[src/rtl/hamming_rx_deframer_if.sv]
// Channel-side serial input and decoder-side codeword handshake for hamming_rx_deframer.
// The slave modport is the deframer's view; the master modport is the channel/consumer side.
interface hamming_rx_deframer_if #(
    parameter int CODE_W = 7,
    parameter int CNT_W  = 8
);
    logic              bit_in;
    logic              bit_valid;
    logic [CODE_W-1:0] code_out;
    logic              code_valid;
    logic              code_ready;
    logic              frame_err;
    logic              overrun;
    logic [CNT_W-1:0]  frame_cnt;

    modport slave (
        input  bit_in, bit_valid, code_ready,
        output code_out, code_valid, frame_err, overrun, frame_cnt
    );

    modport master (
        output bit_in, bit_valid, code_ready,
        input  code_out, code_valid, frame_err, overrun, frame_cnt
    );
endinterface

[src/rtl/hamming_rx_deframer.sv]
// Serial deframer feeding the Hamming decoder: start bit, CODE_W data bits MSB first, stop bit.
// Each good codeword goes into a one-deep valid/ready holding register; errors come out as one-cycle pulses.
module hamming_rx_deframer #(
    parameter int CODE_W = 7,
    parameter int CNT_W  = 8
) (
    input  logic                  clk,
    input  logic                  reset,
    hamming_rx_deframer_if.slave  bus
);
    localparam int BIT_W = (CODE_W > 1) ? $clog2(CODE_W) : 1;
    localparam logic [BIT_W-1:0] LAST_BIT = BIT_W'(CODE_W - 1);

    typedef enum logic [1:0] {IDLE, DATA, STOP} state_t;

    state_t            r_state, w_state_nxt;
    logic [BIT_W-1:0]  r_bit, w_bit_nxt;
    logic [CODE_W-1:0] r_shift, w_shift_nxt;
    logic [CODE_W-1:0] r_code_out;
    logic              r_code_valid;
    logic              r_frame_err;
    logic              r_overrun;
    logic [CNT_W-1:0]  r_frame_cnt;

    logic w_stop_good, w_stop_bad, w_load, w_drop, w_accept;

    // NOTE: every always_comb output is given a default first, so no path leaves one unassigned and no latch is inferred.
    always_comb begin
        w_state_nxt = r_state;
        w_bit_nxt   = r_bit;
        w_shift_nxt = r_shift;
        w_stop_good = 1'b0;
        w_stop_bad  = 1'b0;
        if (bus.bit_valid) begin
            case (r_state)
                IDLE: begin
                    if (!bus.bit_in) begin
                        w_state_nxt = DATA;
                        w_bit_nxt   = '0;
                    end
                end
                DATA: begin
                    w_shift_nxt = {r_shift[CODE_W-2:0], bus.bit_in};
                    w_bit_nxt   = r_bit + 1'b1;
                    if (r_bit == LAST_BIT) w_state_nxt = STOP;
                end
                STOP: begin
                    // A 0 stop bit ends the frame too; it is never taken as the next start bit.
                    w_state_nxt = IDLE;
                    w_stop_good = bus.bit_in;
                    w_stop_bad  = !bus.bit_in;
                end
                default: w_state_nxt = IDLE;
            endcase
        end
    end

    assign w_accept = r_code_valid && bus.code_ready;
    assign w_load   = w_stop_good && (!r_code_valid || bus.code_ready);
    assign w_drop   = w_stop_good && r_code_valid && !bus.code_ready;

    // NOTE: sequential state uses non-blocking assignments so every register samples pre-edge values.
    always_ff @(posedge clk or posedge reset) begin
        if (reset) begin
            r_state <= IDLE;
            r_bit   <= '0;
            r_shift <= '0;
        end else begin
            r_state <= w_state_nxt;
            r_bit   <= w_bit_nxt;
            r_shift <= w_shift_nxt;
        end
    end

    always_ff @(posedge clk or posedge reset) begin
        if (reset) begin
            r_code_out   <= '0;
            r_code_valid <= 1'b0;
            r_frame_err  <= 1'b0;
            r_overrun    <= 1'b0;
            r_frame_cnt  <= '0;
        end else begin
            r_frame_err <= w_stop_bad;
            r_overrun   <= w_drop;
            if (w_load) begin
                r_code_out   <= w_shift_nxt;
                r_code_valid <= 1'b1;
                r_frame_cnt  <= r_frame_cnt + 1'b1;
            end else if (w_accept) begin
                r_code_valid <= 1'b0;
            end
        end
    end

    assign bus.code_out   = r_code_out;
    assign bus.code_valid = r_code_valid;
    assign bus.frame_err  = r_frame_err;
    assign bus.overrun    = r_overrun;
    assign bus.frame_cnt  = r_frame_cnt;
endmodule

[src/flat_wrapper.sv]
// flat-port wrapper written by rule: the top's interface ports become plain ports
module hamming_rx_deframer_flat 
#(
    parameter int CODE_W = 7,
    parameter int CNT_W  = 8
)
  (clk, reset, bus_bit_in, bus_bit_valid, bus_code_ready, bus_code_out, bus_code_valid, bus_frame_err, bus_overrun, bus_frame_cnt);
  hamming_rx_deframer_if #(.CODE_W(CODE_W), .CNT_W(CNT_W)) bus_i ();
  input  logic clk;
  input  logic reset;
  input wire logic [$bits(bus_i.bit_in)-1:0] bus_bit_in;
  input wire logic [$bits(bus_i.bit_valid)-1:0] bus_bit_valid;
  input wire logic [$bits(bus_i.code_ready)-1:0] bus_code_ready;
  output wire logic [$bits(bus_i.code_out)-1:0] bus_code_out;
  output wire logic [$bits(bus_i.code_valid)-1:0] bus_code_valid;
  output wire logic [$bits(bus_i.frame_err)-1:0] bus_frame_err;
  output wire logic [$bits(bus_i.overrun)-1:0] bus_overrun;
  output wire logic [$bits(bus_i.frame_cnt)-1:0] bus_frame_cnt;
  assign bus_i.bit_in = bus_bit_in;
  assign bus_i.bit_valid = bus_bit_valid;
  assign bus_i.code_ready = bus_code_ready;
  assign bus_code_out = bus_i.code_out;
  assign bus_code_valid = bus_i.code_valid;
  assign bus_frame_err = bus_i.frame_err;
  assign bus_overrun = bus_i.overrun;
  assign bus_frame_cnt = bus_i.frame_cnt;
  hamming_rx_deframer #(.CODE_W(CODE_W), .CNT_W(CNT_W)) u_core (.clk(clk), .reset(reset), .bus(bus_i));
endmodule
[config.mk]
export PLATFORM = sky130hd
export DESIGN_NAME = hamming_rx_deframer_flat
export DESIGN_NICKNAME = d
export VERILOG_FILES = /design/src/rtl/hamming_rx_deframer_if.sv /design/src/rtl/hamming_rx_deframer.sv /design/src/flat_wrapper.sv
export SDC_FILE = /design/constraint.sdc
export NUM_CORES = 1
export LEC_CHECK = 0
export BUFFER_PORTS_ARGS = -buffer_cell sky130_fd_sc_hd__buf_4
export CORE_MARGIN = 5
export CORE_UTILIZATION = 53
export CTS_CLUSTER_DIAMETER = 60
export DETAILED_ROUTE_END_ITERATION = 8
export PLACE_DENSITY_LB_ADDON = 0.25
export SYNTH_ARGS = -nofsm -noshare
export SYNTH_HDL_FRONTEND = slang
export SYNTH_SLANG_ARGS = --single-unit
[constraint.sdc]
create_clock -name clk -period 1.92 [get_ports clk]
set_input_delay 0.384 -clock clk [delete_from_list [all_inputs] [get_ports clk]]
set_output_delay 0.384 -clock clk [all_outputs]
set_load 0.005 [all_outputs]
==> results of run 1 <==
final timing paths:
| path | endpoint | slack, ns | depth (start not counted) |
|---|---|---|---|
| setup reg to reg | u_core.bus.code_out[6] | 0.33 | 4 |
| hold reg to reg | u_core.bus.frame_cnt[7] | 0.47 | 1 |
| hold / removal | u_core.r_state[1] | 0.13 | 3 |
| min in group clk | u_core.bus.frame_err | 0.27 | 2 |
| max in group asynchronous | u_core.r_shift[0] | 1.52 | 3 |
| setup / recovery | u_core.bus.code_out[6] | 0.33 | 4 |
registers in the layout (all words and copies together), names as in the netlist:
signal / flops
u_core.r_state: 2
u_core.bus.code_valid: 1
u_core.r_shift: 7
u_core.bus.code_out: 7
u_core.bus.overrun: 1
u_core.bus.frame_cnt: 8
u_core.bus.frame_err: 1
u_core.r_bit: 3
power by group:
group,switching (mW),internal [mW]
Clock,0.200,0.177
Combinational,0.238,0.351
Sequential,0.136,0.818
worst reg2reg max path: cells and delay by family (launching register included):
| kind | cells | cell delay, ns |
|---|---|---|
| flops | 1 | 0.44 |
| simple gates | 2 | 0.44 |
| mux | 2 | 0.59 |
routing by layer:
| layer | global-route usage | vias to the layer above | share of wire |
|---|---|---|---|
| met3 | 0.0566 | 2 | 0.076 |
| met2 | 0.234 | 26 | 0.50 |
| met5 | 0 | - | 0 |
| met1 | 0.164 | 398 | 0.42 |
| met4 | 0.0809 | 0 | 0.0054 |
| li1 | - | 392 | - |
cell type report:
class,count,share of cell area
sequential,30,0.484
timing repair buffer,25,0.121
clock buffer,7,0.0355
tap,28,0.0226
inverter,6,0.0145
clock inverter,1,0.00323
multi-input combinational,59,0.319
cell families (layout without fill, tap and decap cells):
| logic type | count (synthesis) | after routing | share of synthesized area |
|---|---|---|---|
| multiplexers | 14 | 14 | 0.142 |
| AO/OA/AOI/OAI | 9 | 9 | 0.0407 |
| AND/OR/NAND/NOR | 26 | 26 | 0.124 |
| flip-flops | 30 | 30 | 0.581 |
| XOR/XNOR | 7 | 7 | 0.0475 |
| buffers and inverters | 8 | 39 | 0.0349 |
| adder cells (fa/ha/maj) | 3 | 3 | 0.0291 |
placed cells by master, fill, tap and decap left out, types with 2 or more instances in the layout:
master / n
sky130_fd_sc_hd__buf_4: 25
sky130_fd_sc_hd__xor2_1: 2
sky130_fd_sc_hd__clkbuf_4: 5
sky130_fd_sc_hd__nor3_1: 2
sky130_fd_sc_hd__nand3_1: 3
sky130_fd_sc_hd__o21ai_0: 6
sky130_fd_sc_hd__nand2_1: 9
sky130_fd_sc_hd__xnor2_1: 5
sky130_fd_sc_hd__nand4_1: 3
sky130_fd_sc_hd__ha_1: 3
sky130_fd_sc_hd__mux2_4: 7
sky130_fd_sc_hd__inv_1: 6
sky130_fd_sc_hd__mux2_2: 7
sky130_fd_sc_hd__dfrtp_1: 30
stage by stage:
step | setup slack [ns] | cells | util | instance area (sq um) | hold slack, ns
finish | 0.334 | 156 | 0.682 | 1550 | 0.127
global route | 0.298 | 156 | 0.682 | 1550 | 0.148
CTS | 0.341 | 156 | 0.682 | 1550 | 0.129
detailed placement | 0.301 | 148 | 0.655 | 1490 | 0.467
global placement | 0.329 | 148 | 0.655 | 1490 | 0.461
floorplan | 0.431 | 97 | - | 1290 | 0.455
synth_stat cells (all sizes together) (2+ instances only):
cell type	count	area share
nand3	3	0.012
nor3	2	0.0078
nand2b	2	0.016
xor2	2	0.014
o21ai	6	0.023
xnor2	5	0.034
buf	2	0.017
nand4	3	0.015
mux2	14	0.14
dfrtp	30	0.58
ha	3	0.029
nand2	10	0.035
inv	6	0.017
==> results.md, run 1 <==
- After detailed routing, the average wire length per cell comes to about 14 um.
- The pin count of the biggest net entering global routing is 31.
- For this configuration, the core starts out at a cell density of 0.567.
- In the synthesized netlist the async set-or-reset flop fraction comes to 1.00.
- The detail route stage leaves a number of antenna-violating nets equal to 0.
- The post-route total power is 1.92 mW.
- Of the cells placed in the final design, the portion with a size suffix greater than 1 is 0.398.
- Dividing total power by cell area gives a power density of 1240 nW/um^2.
- The number of fillers in the final layout is approximately 180.
- The sum of net half-perimeters after detailed placement is about 1600 um.
- CTS built an H-tree with a depth of 2.
- In this run the worst hold path is classified as input port to asynchronous set/reset pin.
- The startpoint of the lowest-slack register-to-register path is u_core.r_state[1].
- Max-cap violations in this run came to 0.
- TritonCTS built the clock tree.
- The number of antenna violations at the first check in global routing is 0.
- The final-report hold violation count came to 0.
- The port buffer count is 22.
- The pre-antenna-repair detailed-routing pass consisted of 4 iterations.
- Across all layers, the routed design uses around 800 vias.
- The launch point of the worst path is u_core.r_state[1].
- The number of global-route vias before repair is roughly 830.
- Gates resized during post-CTS repair numbered 0.
- At the pin with the least slew margin, the transition time is 0.362 ns.
- The critical path in this run is classified as flop to flop.
- Together, buffers and inverters on the worst path number 0.
- The weighted congestion reported at the end of routability-driven placement is a little under 0.8.
- The clock passes through at most 2 buffers.
- Clock-pin slew was measured on the worst setup and hold paths at 0.09 ns.
- The most used flip-flop cell after synthesis is sky130_fd_sc_hd__dfrtp_1.
- The number of buffers added by the clock tree synthesis step is 5.
- The critical path goes through and2b_2 > nand2_4 > mux2_4 > mux2_2.
- In the final layout, the multi-input gates occupy about 500 sq um.
- Dividing the synthesized area by the synthesized cell count gives between 10 and 15 sq um.
- The net count after synthesis is around 110.
- The maximum achievable frequency is around 0.63 GHz.
- For the worst setup path, the data arrival time is ~1.8 ns.
- The synthesized cell area is between 1000 and 1500 sq um.
- The number of slew-limit violations in the final report is 0.
- The flow ran to the end, and the final reports show no timing, DRC or antenna violations.
- Across the whole layout, storage elements account for ~750 sq um.
- On the final layout, the worst clock skew is between 0.007 and 0.008 ns.
- Compared with the post-synthesis result, the final layout area differs by 20.2%.
- The number of inserted diodes is 0.
- The total congestion overflow after global routing is 0.
- STA classifies the critical path endpoint as a flop.
- The final routed wirelength across all metal layers is 2220 um.
- After layout, the minimum clock period comes to about 1.6 ns.
- In the final timing run, aggregate negative setup slack is 0 ns.
- The DRC violation total after the first TritonRoute iteration is 23.
- The total number of clock tree sinks is 30.
- The kind of start point of the critical path is a flop.
- The post-synthesis sequential area ratio is 0.581.
- In this run, synthesis inferred 0 flip-flops with an integrated enable.
- The maximum net fanout on the critical path is 9.
- Dividing the final minimum period by the clock period gives 0.826.
- Synthesis inferred 30 register bits.
- The insertion delay to the later sink of the worst-skew pair is between 0.3 and 0.4 ns.
- The worst supply voltage drop on vdd is approximately 0.73 mV.
- The max-slew headroom at the worst pin is 0.756.
- The via count normalized by instance count is ~5.2.
- At the worst endpoint, the required time is roughly 2.1 ns.
- The gate family responsible for the most delay along the worst path is multiplexers.
- The final number of setup-violating endpoints is 0.
- The die width is around 60 um.
- The core area is between 2000 and 2500 sq um.
- Setup repair after global routing left no endpoint under its margin.
- The overall die area is roughly 3500 sq um.
- The total number of yosys warnings is 0.
- The critical-path cell with the highest stage delay is sky130_fd_sc_hd__dfrtp_1.
- On the worst path, the slowest cell contributes a delay of around 0.44 ns.
- The hold buffer count at cts is 0.
- Measured along the y axis, the die boundary spans 59.4 um.
- After detailed routing, the number of remaining DRC violations is 0.
- After technology mapping, the gate count stands at 97.
- In this run the core area contains 17 standard-cell rows.
- The number of top-level pins is 23.
- Counting distinct cell types in the post-synthesis netlist gives 25.
- The overall fraction of global-route tracks in use is 0.146.
- The first global-routing pass estimated ~3700 um of wire.
- The final net count is 135.
- The tree is rooted in a sky130_fd_sc_hd__clkbuf_4.
- The post-CTS setup buffer count is 0.
- Summed over all cells, the static leakage comes to about 0.82 nW.
No activity file was read; power rests on OpenSTA's default activity.
==> run 2, diff against run 1 <==
- CORE_UTILIZATION: 53 -> 48
- clock period: 1.92 -> 1.43 ns (I/O delays scaled with it)
==> results.md, run 2 (synthesis gave the netlist of run 1 again) <==
- The flow ran to the end, but the final reports show violations.
- The final reports fail on setup timing.
- The final routed wirelength across all metal layers is 2300 um (+3.5%).
- The number of standard cells in the layout, taps in and fillers out was 166 (+6.4%).
- The effective utilization at floorplan came to 0.512 (-0.0554).
- The level count of the clock H-tree was 2 (unchanged).
- The number of flip-flops under the largest register name is 8 (unchanged).
- The overall die area is 3830 sq um (+8.6%).
- The die width is 61.9 um (+4.2%).
- The max-slew headroom at the worst pin is 0.758 (+0.00242).
- The sum of net half-perimeters after detailed placement is 1600 um (-2.2%).
- The total congestion overflow after global routing is 0 (unchanged).
- The standard-cell row count is 18 (+1).
- The global-route track usage on met1 is 0.191 (+0.0264).
- The number of buffers added by the clock tree synthesis step is 5 (unchanged).
- The maximum net fanout on the critical path came to 8 (-1).
- The period utilization was 1.01 (+0.184).
- The number of top-level pins is 23 (unchanged).
- The buffer cell driving the clock tree root is sky130_fd_sc_hd__clkbuf_4.
- The number of inserted diodes is 0 (unchanged).
- The number of nets with antenna violations after routing is 0 (unchanged).
- The remaining design rule violation count is 0 (unchanged).
- The number of max-cap violations is 0 (unchanged).
- The pin count of the biggest net entering global routing was 31 (unchanged).
- The clock tree buffer depth was 2 (unchanged).
- The routed wirelength normalized by instance count is 13.8 um (-2.7%).
- The reported leakage power is 0.888 nW (+8.6%).
- The global-route wire length before repair came to 3820 um (+2.8%).
- The number of antenna violations at the first check in global routing is 0 (unchanged).
- The post-layout instance area is 1700 sq um (+9.4%).
- The first-pass iteration count of the detailed router was 4 (unchanged).
- After global routing, the most crowded layer is met2.
- The clock skew came to 0.00155 ns (-0.00579 ns).
- The worst setup path is of the flop to flop kind.
- The clock tree from TritonCTS is built.
- The post-route minimum period is 1.44 ns (-0.142 ns).
- The met3 track demand over resource in global routing is 0.0558 (-0.000860).
- The final-report hold violation count is 0 (unchanged).
- The final critical-path setup slack came to -0.0146 ns (-0.348 ns).
- The clock-pin slew reported for the worst setup and hold paths after clock tree synthesis is 0.09 ns (about the same).
- The kind of start point of the critical path is a flop.
- Leaving out fill and tap cells, the most frequent cell in the layout is sky130_fd_sc_hd__buf_4.
- The total power divided by cell area was 1660 nW/um^2 (+34%).
- The worst supply voltage drop on vdd is 1.18 mV (+62%).
- The data arrival time at the worst-slack endpoint is 1.66 ns (-0.13 ns).
- The number of global-route vias before repair is 829 (-0.36%).
- The maximum achievable frequency was 0.692 GHz (+9.8%).
- The critical path required time is 1.64 ns (-0.49 ns).
- The die height is 61.9 um (+4.2%).
- The met2 usage in global routing is 0.209 (-0.0247).
- The weighted congestion reported at the end of routability-driven placement is 0.729 (-5.5%).
- The insertion delay to the later sink of the worst-skew pair is 0.32 ns (about the same).
- The DRC violation total after the first TritonRoute iteration is 28 (+22%).
- The post-route setup TNS is -0.0604 ns (-0.0604 ns).
- The final net count was 143 (+5.9%).
- The final number of setup-violating endpoints is 6 (+6).
- The transition at the pin with the smallest max-transition slack is 0.363 ns (+0.00110 ns).
- The area added between synthesis and finish is 31.4%.
- Setup repair after global routing could not meet its margin everywhere.
- The overall fraction of global-route tracks in use is 0.144 (-0.00132).
- The number of slew-limit violations in the final report is 0 (unchanged).
- The proportion of layout cells with a drive suffix above 1 is 0.463 (+0.0648).
- The number of cells after detailed placement is 155 (+4.7%).
- The total number of clock tree sinks is 30 (unchanged).
- The detailed-route via count is 845 (+3.3%).
- The port buffer count is 22 (unchanged).
- The top cell types in the final layout, fill and taps aside, are 32 x sky130_fd_sc_hd__buf_4, 29 x sky130_fd_sc_hd__dfrtp_1, 14 x sky130_fd_sc_hd__mux2_4.
- The path category of the worst min-delay check is input port to asynchronous set/reset pin.
- The placed cell area is 1580 sq um (+5.9%).
- The via count normalized by instance count is 5.09 (-2.9%).
- The core area is 2520 sq um (+11%).
- The endpoint type of the worst setup path is a flop.
## run 2: cell types whose count changed in the layout (fill, tap and decap cells not counted), sizes merged
cell	previous run	this run
buf	25	33
clkbuf	7	8
clkinv	1	0
## run 2: worst max-delay path, cell delays in order, from the launching register on
cell and delay, ns:
sky130_fd_sc_hd__dfrtp_1 0.37, sky130_fd_sc_hd__and2b_2 0.25, sky130_fd_sc_hd__nand2_4 0.14, sky130_fd_sc_hd__mux2_4 0.32, sky130_fd_sc_hd__mux2_4 0.26
## run 2: worst paths after layout
check / from / end / slack (ns) / cells past startpoint
min reg2reg: u_core.bus.frame_cnt[7] / u_core.bus.frame_cnt[7] / 0.47 / 1
min: reset / u_core.bus.frame_err / 0.02 / 3
max reg2reg: u_core.r_state[1] / u_core.bus.code_out[2] / -0.01 / 4
max in group asynchronous: reset / u_core.r_state[0] / 1.12 / 3
max: u_core.r_state[1] / u_core.bus.code_out[2] / -0.01 / 4
min in group clk: bus_bit_in / u_core.bus.frame_err / 0.18 / 2
## run 2: cell type report
type | instances | area [sq um]
clock buffer | 8 | 78.8
fill | 191 | 826
inverter | 6 | 22.5
multi-input combinational | 59 | 546
sequential | 30 | 752
tap | 30 | 37.5
timing repair buffer | 33 | 260
## run 2: metal layers
layer  vias to the layer above  wire length (um)
li1                        407                 -
met1                       404              1060
met2                        30              1010
met3                         4               197
met4                         0                36
met5                         -                 0
## run 2: through the flow
step	total power, mW	util	hold WS, ns	worst slack (ns)
6_report	2.81	0.673	0.0237	-0.0146
4_1_cts	2.80	0.660	0.0288	-0.0224
3_5_place_dp	2.17	0.626	0.389	-0.0317
2_1_floorplan	1.87	-	0.357	-0.0523
5_1_grt	3.02	0.673	0.0490	-0.0612
3_3_place_gp	2.14	0.626	0.382	-0.0217
## run 2: what timing repair did
| item | in CTS | in global routing |
|---|---|---|
| setup endpoints to repair | 9 | 12 |
| cloned | 0 | 0 |
| buffers inserted | 0 | 3 |
| gates resized for setup | 2 | 2 |
| hold buffers | 0 | 0 |
| pin swaps | 0 | 1 |
## run 2: power by group
part	leakage [nW]	switching, mW	internal, mW
combinational	0.452	0.332	0.581
clock	0.0446	0.282	0.336
sequential	0.391	0.182	1.10
==> run 3, diff against run 2 <==
- PLACE_DENSITY: not set -> 0.83
- PLACE_DENSITY_LB_ADDON: 0.25 -> not set
==> results.md, run 3 (synthesis gave the netlist of run 1 again) <==
- The min-delay analysis places its worst path in the category input port to asynchronous set/reset pin.
- The endpoint type of the worst setup path is a flop.
- The clock tree buffer depth is 2 (unchanged).
- The sequential cell area in the final layout is 751 sq um (-0.17%).
- The clock skew came to 0.0106 ns (+0.00908 ns).
- The number of global-route vias before repair is 914 (+10%).
- The pin count of the biggest net entering global routing is 31 (unchanged).
- The hold buffer count at cts is 0 (unchanged).
- The die height is 61.9 um (unchanged).
- The routed wirelength normalized by instance count is 14.4 um (+4.1%).
- The buffer cell driving the clock tree root is sky130_fd_sc_hd__clkbuf_4.
- The weighted congestion reported at the end of routability-driven placement was 0.838 (+15%).
- The via count normalized by instance count is 5.22 (+2.5%).
- The port buffer count is 22 (unchanged).
- The worst register-to-register path ends at u_core.bus.code_out[1].
- The standard-cell row count is 18 (unchanged).
- The level count of the clock H-tree is 2 (unchanged).
- The data arrival time at the worst-slack endpoint was 1.66 ns (about the same).
- The total area of multi-input combinational cells is 539 sq um (-1.1%).
- The maximum achievable frequency is 0.692 GHz (about the same).
- The number of flip-flops under the largest register name is 8 (unchanged).
- The number of inserted diodes is 0 (unchanged).
- The post-route total power is 2.68 mW (-4.7%).
- The die width is 61.9 um (unchanged).
- The proportion of layout cells with a drive suffix above 1 came to 0.433 (-0.0304).
- The number of max-cap violations was 0 (unchanged).
- The delay of the slowest cell on the worst path was 0.39 ns (+0.02 ns).
- The max-slew headroom at the worst pin is 0.756 (-0.00158).
- The number of fillers in the final layout came to 190 (-0.52%).
- Counting stages on the worst path, the most repeated cell is sky130_fd_sc_hd__mux2_4.
- The start-to-end type of the worst setup path is flop to flop.
- The final net count is 142 (-0.70%).
- The clock-pin slew reported for the worst setup and hold paths after clock tree synthesis is 0.09 ns (about the same).
- The maximum net fanout on the critical path is 8 (unchanged).
- The number of top-level pins came to 23 (unchanged).
- The overall die area was 3830 sq um (unchanged).
- STA classifies the critical path startpoint as a flop.
- The insertion delay to the later sink of the worst-skew pair was 0.33 ns (about the same).
- The global-route wire length before repair came to 4060 um (+6.3%).
- Traced cell by cell, the critical path runs through and2b_2 > nand2_8 > mux2_4 > mux2_4.
- The transition at the pin with the smallest max-transition slack is 0.365 ns (+0.00237 ns).
- The detailed-route via count came to 856 (+1.3%).
- The final-report hold violation count is 0 (unchanged).
- The worst hold slack across all endpoints is 0.0147 ns (-0.00899 ns).
- The top cell types in the final layout, fill and taps aside, are 31 x sky130_fd_sc_hd__buf_4, 30 x sky130_fd_sc_hd__dfrtp_1, 14 x sky130_fd_sc_hd__mux2_4.
- The number of cells after detailed placement is 155 (unchanged).
- The area added between synthesis and finish is 27.8%.
- The effective utilization at floorplan is 0.512 (unchanged).
- The DRC violation total after the first TritonRoute iteration is 13 (-54%).
- The first-pass iteration count of the detailed router is 5 (+1).
- The number of buffers added by the clock tree synthesis step is 5 (unchanged).
- The core area is 2520 sq um (unchanged).
- The leading cell type in the layout, fill and taps excluded is sky130_fd_sc_hd__buf_4.
- The reported leakage power is 0.862 nW (-2.9%).
- The critical path required time came to 1.65 ns (about the same).
- The post-route minimum period is 1.44 ns (-0.000338 ns).
- The overall fraction of global-route tracks in use is 0.154 (+0.00963).
- The number of antenna violations at the first check in global routing was 0 (unchanged).
- The flop-to-flop setup slack is -0.01 ns (about the same).
- The final critical-path setup slack is -0.0142 ns (+0.000338 ns).
- The total power divided by cell area is 1630 nW/um^2 (-2.0%).
- The period utilization was 1.01 (about the same).
- The total number of clock tree sinks is 30 (unchanged).
- The core utilization of the finished layout came to 0.654 (-0.0184).
- The number of slew-limit violations in the final report is 0 (unchanged).
- The pre-CTS setup slack was -0.0426 ns (-0.0109 ns).
- The number of nets with antenna violations after routing is 0 (unchanged).
- The final reports fail on setup timing.
- The sum of net half-perimeters after detailed placement was 1710 um (+7.2%).
- The run finished, with violations left.
- The final number of setup-violating endpoints is 4 (-2).
- Setup repair after global routing could not meet its margin everywhere.
- The final routed wirelength across all metal layers came to 2360 um (+2.9%).
- The total congestion overflow after global routing is 0 (unchanged).
- TritonCTS built the clock tree.
- The remaining design rule violation count is 0 (unchanged).
- The worst supply voltage drop on vdd is 1.23 mV (+3.9%).
- Among all stages on the critical path, the largest delay is contributed by sky130_fd_sc_hd__dfrtp_1.
- The count of cells along the worst register-to-register path is 4 (unchanged).
- The startpoint of the lowest-slack register-to-register path is u_core.r_state[1].
- The number of standard cells in the layout, taps in and fillers out was 164 (-1.2%).
## run 3: power breakdown
part / switching (mW) / total [mW] / internal [mW]
Combinational: 0.356 / 0.939 / 0.584
Clock: 0.284 / 0.460 / 0.176
Sequential: 0.184 / 1.28 / 1.10
## run 3: worst max-delay path: cells and delay by family (launching register included)
kind | cells | cell delay [ns]
mux | 2 | 0.57
simple gates | 2 | 0.38
flops | 1 | 0.39
## run 3: timing repair
item / in CTS / in global routing
gates cloned: 0 / 0
endpoints found under the setup margin: 3 / 7
setup buffers: 0 / 2
resized for setup: 0 / 1
pin swaps: 0 / 1
## run 3: worst max-delay path by stage
stage / cells after the start / to / slack [ns] / startpoint
after floorplan: 4 / u_core.bus.code_out[1] / -0.05 / u_core.r_state[1]
after global placement: 5 / u_core.bus.code_out[6] / -0.01 / bus_bit_valid
final: 4 / u_core.bus.code_out[1] / -0.01 / u_core.r_state[1]
after CTS: 4 / u_core.bus.code_out[6] / -0.01 / u_core.r_state[1]
after global routing: 4 / u_core.bus.code_out[1] / -0.05 / u_core.r_state[1]
after detailed placement: 5 / u_core.bus.code_out[6] / -0.04 / bus_bit_valid
## run 3: metrics by stage
step,setup TNS (ns),cell area [sq um]
final,-0.0323,1650
after global routing,-0.276,1650
after CTS,-0.0304,1630
after detailed placement,-0.217,1580
after global placement,-0.0602,1580
after floorplan,-0.366,1330
## run 3: cell type report
cell class                      instances  share of cell area
Sequential cell                        30               0.455
Multi-Input combinational cell         59               0.327
Timing Repair Buffer                   32               0.153
Clock buffer                            5              0.0227
Tap cell                               30              0.0227
Inverter                                6              0.0136
Clock inverter                          2             0.00607
## run 3: routing by layer
metal,GRT usage,part of all wire
met5,0,0
met4,0.0636,0.020
met3,0.0764,0.075
met2,0.254,0.51
met1,0.168,0.40
